[config.mk]
export PLATFORM = sky130hd
export DESIGN_NAME = mem_access_ctrl
export DESIGN_NICKNAME = d
export VERILOG_FILES = /design/src/rtl/mem_access_ctrl_pkg.sv /design/src/rtl/mem_access_ctrl_link_reg.sv /design/src/rtl/mem_access_ctrl.sv
export SDC_FILE = /design/constraint.sdc
export NUM_CORES = 1
export LEC_CHECK = 0
export ABC_AREA = 1
export CELL_PAD_IN_SITES_DETAIL_PLACEMENT = 0
export CELL_PAD_IN_SITES_GLOBAL_PLACEMENT = 1
export CORE_ASPECT_RATIO = 0.7
export CORE_MARGIN = 3
export CORE_UTILIZATION = 29
export DETAILED_ROUTE_END_ITERATION = 8
export HOLD_SLACK_MARGIN = 0.06
export PLACE_DENSITY_LB_ADDON = 0.1
export SYNTH_ARGS = -nofsm -noshare
export SYNTH_HDL_FRONTEND = slang
export SYNTH_SLANG_ARGS = --single-unit
[constraint.sdc]
create_clock -name CLK -period 15.65 [get_ports CLK]
set_input_delay 4.695 -clock CLK [delete_from_list [all_inputs] [get_ports CLK]]
set_output_delay 4.695 -clock CLK [all_outputs]
set_load 0.02 [all_outputs]
[src/rtl/mem_access_ctrl_pkg.sv]
`default_nettype none
// ============================================================================
// Module   : mem_access_ctrl_pkg
// Purpose  : Shared types for the MEM-stage access controller.
// Revision : 1.0
// ============================================================================
package mem_access_ctrl_pkg;

    localparam int WORD_W      = 32;
    localparam int WORD_OFFSET = 2;

    typedef logic [WORD_W-1:0] word_t;

    typedef enum logic [1:0] {
        IDLE   = 2'd0,
        ACCESS = 2'd1,
        HOLD   = 2'd2
    } memstate_t;

endpackage
`default_nettype wire

[src/rtl/mem_access_ctrl_link_reg.sv]
`default_nettype none
// ============================================================================
// Module   : link_reg
// Purpose  : LL/SC link register with word-granular match and invalidation.
// Revision : 1.0
// ============================================================================
module link_reg
    import mem_access_ctrl_pkg::*;
#(
    parameter int ADDR_W = 32
) (
    input  logic              clk_i,
    input  logic              rst_i,
    input  logic              set_i,
    input  logic              clr_i,
    input  logic              st_i,
    input  logic [ADDR_W-1:0] addr_i,
    input  logic              inv_i,
    input  logic [ADDR_W-1:0] inv_addr_i,
    output logic              sc_ok_o
);

    localparam logic [ADDR_W-1:0] c_word_mask =
        {{(ADDR_W-WORD_OFFSET){1'b1}}, {WORD_OFFSET{1'b0}}};

    logic              valid_q;
    logic [ADDR_W-1:0] addr_q;
    logic              w_hit;
    logic              w_inv_hit;

    // Masked XOR keeps the byte-offset bits out of every comparison.
    assign w_hit     = valid_q && (((addr_q ^ addr_i) & c_word_mask) == '0);
    assign w_inv_hit = inv_i && valid_q && (((addr_q ^ inv_addr_i) & c_word_mask) == '0);
    assign sc_ok_o   = w_hit && !w_inv_hit;

    always_ff @(posedge clk_i or posedge rst_i) begin
        if (rst_i) begin
            valid_q <= 1'b0;
            addr_q  <= '0;
        end else if (set_i) begin
            valid_q <= 1'b1;
            addr_q  <= addr_i;
        end else if (clr_i || (st_i && w_hit) || w_inv_hit) begin
            valid_q <= 1'b0;
        end
    end

endmodule
`default_nettype wire

[src/rtl/mem_access_ctrl.sv]
`default_nettype none
// ============================================================================
// Module   : mem_access_ctrl
// Purpose  : MEM-stage data-cache request controller with LL/SC and halt.
// Revision : 1.0
// ============================================================================
module mem_access_ctrl
    import mem_access_ctrl_pkg::*;
#(
    parameter int ADDR_W  = 32,
    parameter int LINK_EN = 1
) (
    input  logic              CLK,
    input  logic              nRST,
    input  logic              dRENi,
    input  logic              dWENi,
    input  logic              is_ll,
    input  logic              is_sc,
    input  logic [ADDR_W-1:0] ALUOut,
    input  word_t             store,
    input  logic              halt_in,
    input  logic              ext_stall,
    input  logic              dhit,
    input  word_t             dmemload,
    input  logic              ccinv,
    input  logic [ADDR_W-1:0] ccaddr,
    output logic              dmemREN,
    output logic              dmemWEN,
    output logic [ADDR_W-1:0] dmemaddr,
    output word_t             dmemstore,
    output word_t             memload,
    output logic              mem_stall,
    output logic              mmwb_en,
    output logic              halt_out
);

    memstate_t state_q, state_d;
    word_t     load_buf_q, load_buf_d;
    logic      halt_q;

    logic  w_is_load, w_is_sc, w_is_mem, w_sc_ok, w_sc_fail;
    logic  w_link_set, w_link_clr, w_st_done;
    word_t w_result;

    // Both enables set is illegal; the store wins.
    assign w_is_load = dRENi && !dWENi;
    assign w_is_sc   = dWENi && is_sc;
    assign w_is_mem  = dRENi || dWENi;
    assign w_sc_fail = w_is_sc && !w_sc_ok;
    assign w_result  = w_is_sc ? word_t'(1) : (w_is_load ? dmemload : '0);

    generate
        if (LINK_EN != 0) begin : g_link
            link_reg #(.ADDR_W(ADDR_W)) u_link (
                .clk_i      (CLK),
                .rst_i      (nRST),
                .set_i      (w_link_set),
                .clr_i      (w_link_clr),
                .st_i       (w_st_done),
                .addr_i     (ALUOut),
                .inv_i      (ccinv),
                .inv_addr_i (ccaddr),
                .sc_ok_o    (w_sc_ok)
            );
        end else begin : g_no_link
            assign w_sc_ok = 1'b0;
        end
    endgenerate

    always_comb begin
        state_d    = state_q;
        load_buf_d = load_buf_q;
        dmemREN    = 1'b0;
        dmemWEN    = 1'b0;
        dmemaddr   = '0;
        dmemstore  = '0;
        memload    = '0;
        mem_stall  = ext_stall;
        mmwb_en    = !ext_stall;
        w_link_set = 1'b0;
        w_link_clr = 1'b0;
        w_st_done  = 1'b0;

        case (state_q)
            IDLE: begin
                if (w_is_mem && !w_sc_fail) begin
                    dmemREN   = w_is_load;
                    dmemWEN   = dWENi;
                    dmemaddr  = ALUOut;
                    dmemstore = store;
                    mem_stall = 1'b1;
                    mmwb_en   = 1'b0;
                    state_d   = ACCESS;
                end else if (w_sc_fail) begin
                    w_link_clr = 1'b1;
                end
            end
            ACCESS: begin
                dmemREN   = w_is_load;
                dmemWEN   = dWENi;
                dmemaddr  = ALUOut;
                dmemstore = store;
                mem_stall = 1'b1;
                mmwb_en   = 1'b0;
                if (dhit) begin
                    memload    = w_result;
                    load_buf_d = w_result;
                    w_link_set = w_is_load && is_ll;
                    w_link_clr = w_is_sc;
                    w_st_done  = dWENi && !is_sc;
                    if (!ext_stall) begin
                        mem_stall = 1'b0;
                        mmwb_en   = 1'b1;
                        state_d   = IDLE;
                    end else begin
                        state_d   = HOLD;
                    end
                end
            end
            HOLD: begin
                // Result is replayed from the buffer; the cache is never re-asked.
                memload = load_buf_q;
                if (!ext_stall) begin
                    state_d = IDLE;
                end
            end
            default: state_d = IDLE;
        endcase

        if (nRST) begin
            dmemREN   = 1'b0;
            dmemWEN   = 1'b0;
            dmemaddr  = '0;
            dmemstore = '0;
            memload   = '0;
            mem_stall = 1'b0;
            mmwb_en   = 1'b1;
        end
    end

    always_ff @(posedge CLK or posedge nRST) begin
        if (nRST) begin
            state_q    <= IDLE;
            load_buf_q <= '0;
            halt_q     <= 1'b0;
        end else begin
            state_q    <= state_d;
            load_buf_q <= load_buf_d;
            halt_q     <= halt_q || (halt_in && mmwb_en);
        end
    end

    assign halt_out = halt_q;

endmodule
`default_nettype wire

# Yosys cells after proc, flatten, opt, wreduce, memory -nomap -nowiden
# Index checks and enable logic that the tools add are counted.
# classes
eq_ne	5
n_mux	42
n_bitwise	2
reduce_logical	28
# op_table
cell	n
2-to-1 mux 32 bit	8
case mux 32 bit (2 select lines)	3
logical NOT 32 bit	2
bitwise XOR 32 bit	2
2-to-1 mux 1 bit	21
logical AND 1 bit	12
case mux 1 bit (2 select lines)	5
2-to-1 mux 2 bit	4
logical NOT 1 bit	6
inequality test 2 bit (second input constant)	3
case mux 2 bit (3 select lines)	1
logical OR 1 bit	4
AND reduction 3 bit	1
== test 2 x 1 -> 1 bit (second input constant)	1
== test 2 bit (second input constant)	1
logical NOT 2 bit	1
AND reduction 2 bit	1
nonzero test 2 bit	1
# word_totals
reg_bits	68
output_inout_bits	101
wordCells	82

# Longest topological paths before layout
# logic_depth
ltp_word	15
mapped_depth	16
depth_no_buf	16

# Hierarchy
# From an unflattened synthesis, not the netlist that was laid out.
# hier_totals
hier_cells	824
area_unflattened_um2	5053.6
# by_module_without_submodules
module	n_inst	cells_per_inst	area_per_inst_um2	seq_area_each_um2
mem_access_ctrl	1	418	2675.1	875.8
link_reg	1	406	2378.5	775.7

# Worst setup path after synthesis
# No wires, ideal clock.
# synth_timing
path_type	input -> output
start	input nRST
end	output memload[21]
arrival_time_ps	7225
setup_slack_ps	3730
stages	5
path_cell_list	clkbuf_1 > inv_1 > nand2_1 > buf_1 > a21oi_1
# synth_between
elab_chain_len	1
# synth_rtl
element	line_no	rtl
start, declared	mem_access_ctrl.sv:14	input logic nRST,
2-to-1 mux 32 bit	mem_access_ctrl.sv:130	if (nRST) begin
end, declared	mem_access_ctrl.sv:31	output word_t memload,
# Every way passes these cells.

# Final worst setup path
# layout_timing
start	input ALUOut[16]
end	output dmemWEN
# layout_between
elab_chain_len	11
# layout_rtl
element	line_no	rtl
start, declared	mem_access_ctrl.sv:19	input logic [ADDR_W-1:0] ALUOut,
bitwise XOR 32 bit	mem_access_ctrl_link_reg.sv:32	assign w_hit = valid_q && (((addr_q ^ addr_i) & c_word_mask) == '0);
logical NOT 32 bit	mem_access_ctrl_link_reg.sv:32	
logical AND 1 bit	mem_access_ctrl_link_reg.sv:32	
logical AND 1 bit	mem_access_ctrl_link_reg.sv:34	assign sc_ok_o = w_hit && !w_inv_hit;
logical NOT 1 bit	mem_access_ctrl.sv:49	assign w_sc_fail = w_is_sc && !w_sc_ok;
logical AND 1 bit	mem_access_ctrl.sv:49	
logical NOT 1 bit	mem_access_ctrl.sv:86	if (w_is_mem && !w_sc_fail) begin
logical AND 1 bit	mem_access_ctrl.sv:86	
2-to-1 mux 1 bit	mem_access_ctrl.sv:86	
case mux 1 bit (2 select lines)	mem_access_ctrl.sv:84	case (state_q)
2-to-1 mux 1 bit	mem_access_ctrl.sv:130	
end, declared	mem_access_ctrl.sv:28	output logic dmemWEN,
# Every way passes these cells.

==> results.json <==
{
  "root_buffer": "clkbuf_16",
  "synth_seq_area_share_pct": 35.0,
  "gr-usage-met2_pct": 30.2,
  "wl_mm": 17.1,
  "core_area_um2": 15700,
  "cellLeakagePower_nw": 3.59,
  "htreeDepth": 3,
  "synth.avg_cell_area_um2": 6.58,
  "worst_setup_hold_path_clk_slew_ns": 0.06,
  "rows": 38,
  "r2r_slack_ns": 13.24,
  "num_vias": 5168,
  "ys_top_cells_by_area": "dfrtp_1, nand2_1, inv_1, nor3_2, o21ai_0",
  "cts_hold_buf": 0,
  "setup_tns_ns": 0,
  "cap_violations": 0,
  "busiest_layer": "met2",
  "grt_pass1_wl_mm": 26.2,
  "nNetsFinal": 1077,
  "rsz0062_at_grt": "no",
  "post_cts_resized": 0,
  "antenna_found_initial": 1,
  "cp-end-kind": "primary output",
  "die-area_um2": 17800,
  "tightest_slew_ns": 1.24,
  "worstSkewPairLatency_ns": 0.34,
  "cts_buffers": 9,
  "cp.required_ns": 10.96,
  "min_period_over_period_pct": 80.0,
  "multi_input_area_um2": 2540,
  "ys_warn_count": 0,
  "outcome": "finished clean",
  "hold_end": "load_buf_q[12]",
  "route.detailed.drc": 0,
  "overflow": 0,
  "fin_skew_ns": 0.0103,
  "via_per_inst": 4.53,
  "yosysTopAreaCell": "dfrtp_1",
  "min-delay-start": "load_buf_q[12]",
  "ant_nets": 0,
  "synth_cell_types": 29,
  "setup_violations": 0,
  "synth.ff_latch_count": 66,
  "clock.fmax_ghz": 0.0799,
  "ios": 239,
  "cts.sinks": 66,
  "synth.top_cell.area_share_pct": 35.0,
  "min_period_ns": 12.52,
  "r2r-end": "g_link.u_link.addr_q[14]",
  "drt_iter0_markers": 299,
  "drv_slew": 0,
  "total_power_mw": 1.03,
  "criticalPathCategory": "input pin to primary output",
  "n_antenna_cell": 0,
  "clock_path_buffers": 2,
  "synth_edf_count": 0,
  "synth_area_um2": 4710,
  "syn_inst": 717,
  "use_met3_pct": 5.78,
  "post_cts_buffers": 0,
  "grt.total_usage_pct": 18.9,
  "min_path_type": "register to register",
  "crit_arrival_ns": 7.82,
  "use_met1_pct": 25.2,
  "die_y_um": 113,
  "cts_tree": "yes",
  "slew_headroom_pct": 17.1,
  "whs_path_depth": 2,
  "die_width_um": 158,
  "start_util_pct": 30.0,
  "ys.flop_type": "dfrtp_1",
  "drt_pass1_iterations": 5,
  "wl_per_cell_um": 15.0,
  "drive_above_1_share_pct": 8.71,
  "first_global_vias": 4827,
  "num-fill-cells": 1593,
  "ir_drop_uv": 65.8,
  "power.density_nw_per_um2": 137,
  "place.gp.congestion": 0.835,
  "synth_nets": 858,
  "grt_max_degree": 68,
  "regArea_um2": 1650,
  "syn2layout_area_growth_pct": 60.5,
  "r2r_start": "state_q[1]",
  "cp-start-kind": "input pin",
  "ff2ff_path_depth": 7,
  "hold_viol": 0,
  "port_buffers": 236,
  "synthArstFlopShare_pct": 100,
  "dp_hpwl_mm": 12.8,
  "crit_fanout": 35
}
==> cells by family (layout without fill, tap and decap cells) <==
group | after synthesis | in the layout | synth area share [%]
compound gates | 86 | 86 | 10.4
fa+ha+maj | 3 | 3 | 0.796
flops | 66 | 66 | 35.0
xor+xnor | 9 | 9 | 1.67
buf+inv | 133 | 357 | 11.1
simple gates | 420 | 420 | 40.9
==> layer usage <==
layer  part of all wire (%)  wire, µm  vias to the layer above
li1                       -         -                     2663
met1                     45      7760                     2319
met2                     46      7830                      166
met3                    7.4      1260                       18
met4                    1.1       195                        2
met5                   0.12        20                        -
==> metrics by stage <==
step                      setup slack [ns]  area (µm²)  util (%)  hold slack, ns  instances
after floorplan                       3.73        4710         -           0.449        717
after global placement                3.10        7220      46.0           0.447       1125
after detailed placement              3.06        7220      46.0           0.466       1125
after CTS                             3.05        7570      48.2           0.481       1141
after global routing                  2.80        7570      48.2           0.501       1141
final                                 3.13        7570      48.2           0.478       1141
==> sequential cells by signal, indices dropped and copies added (netlist names) <==
| register | flops |
|---|---|
| load_buf_q | 32 |
| g_link.u_link.valid_q | 1 |
| halt_out | 1 |
| state_q | 2 |
| g_link.u_link.addr_q | 30 |
==> power breakdown <==
| part | leakage, nW | switching [mW] | internal [mW] | total, mW |
|---|---|---|---|---|
| logic | 2.56 | 0.288 | 0.207 | 0.495 |
| clock network | 0.171 | 0.0840 | 0.157 | 0.241 |
| registers | 0.862 | 0.0569 | 0.240 | 0.297 |
==> critical path, stage by stage <==
cell and delay (ns):
clkdlybuf4s50_1 0.49, inv_1 0.09, nand2_1 0.07, nand2_1 0.06, nor2_1 0.18, nand2_1 0.09
nor2_1 0.10, nand2_1 0.07, nor2_2 0.13, nand2_1 0.08, nand2_1 0.07, nand2_2 0.10
nand2_4 0.24, nand2_4 0.38, nor3_1 0.27, clkdlybuf4s50_1 0.68
==> area by class of cell <==
type | instances | share of cell area (%)
clock buffer | 9 | 2.98
clock inverter | 7 | 1.65
inverter | 100 | 4.98
multi-input combinational | 518 | 33.6
sequential | 66 | 21.8
tap | 200 | 3.31
timing repair buffer | 241 | 31.7
==> layout by cell type (no fill, tap or decap), drive strengths merged, types with 9 or more instances in the layout <==
master | Yosys | layout
a22oi | 9 | 9
xnor2 | 9 | 9
clkbuf | 27 | 9
a22o | 9 | 9
nor3 | 31 | 31
inv | 100 | 101
and3 | 34 | 34
o21ai | 38 | 38
clkdlybuf4s50 | 0 | 235
nand2 | 296 | 296
nor2 | 47 | 47
a21oi | 27 | 27
dfrtp | 66 | 66
==> Yosys cell counts (2+ instances only) <==
cell,number
nand2_1,293
inv_1,97
dfrtp_1,66
nor2_1,46
o21ai_0,37
nor3_2,28
a21oi_1,27
clkbuf_1,24
and3_2,19
and3_1,15
a22o_1,9
a22oi_1,9
xnor2_1,9
nand3_1,6
nand4_1,5
buf_1,3
buf_6,3
clkbuf_2,3
ha_1,3
inv_2,3
nand2_4,2
nor3_4,2
o22ai_1,2
==> worst max-delay path by stage <==
stage | startpoint | end | slack (ns)
6_report | ALUOut[16] | dmemWEN | 3.13
5_1_grt | ALUOut[16] | dmemaddr[21] | 2.80
4_1_cts | ALUOut[16] | dmemWEN | 3.05
3_5_place_dp | ALUOut[16] | dmemWEN | 3.06
3_3_place_gp | ALUOut[16] | dmemWEN | 3.10
2_1_floorplan | nRST | memload[21] | 3.73
Power figures use the tool's default switching activity.
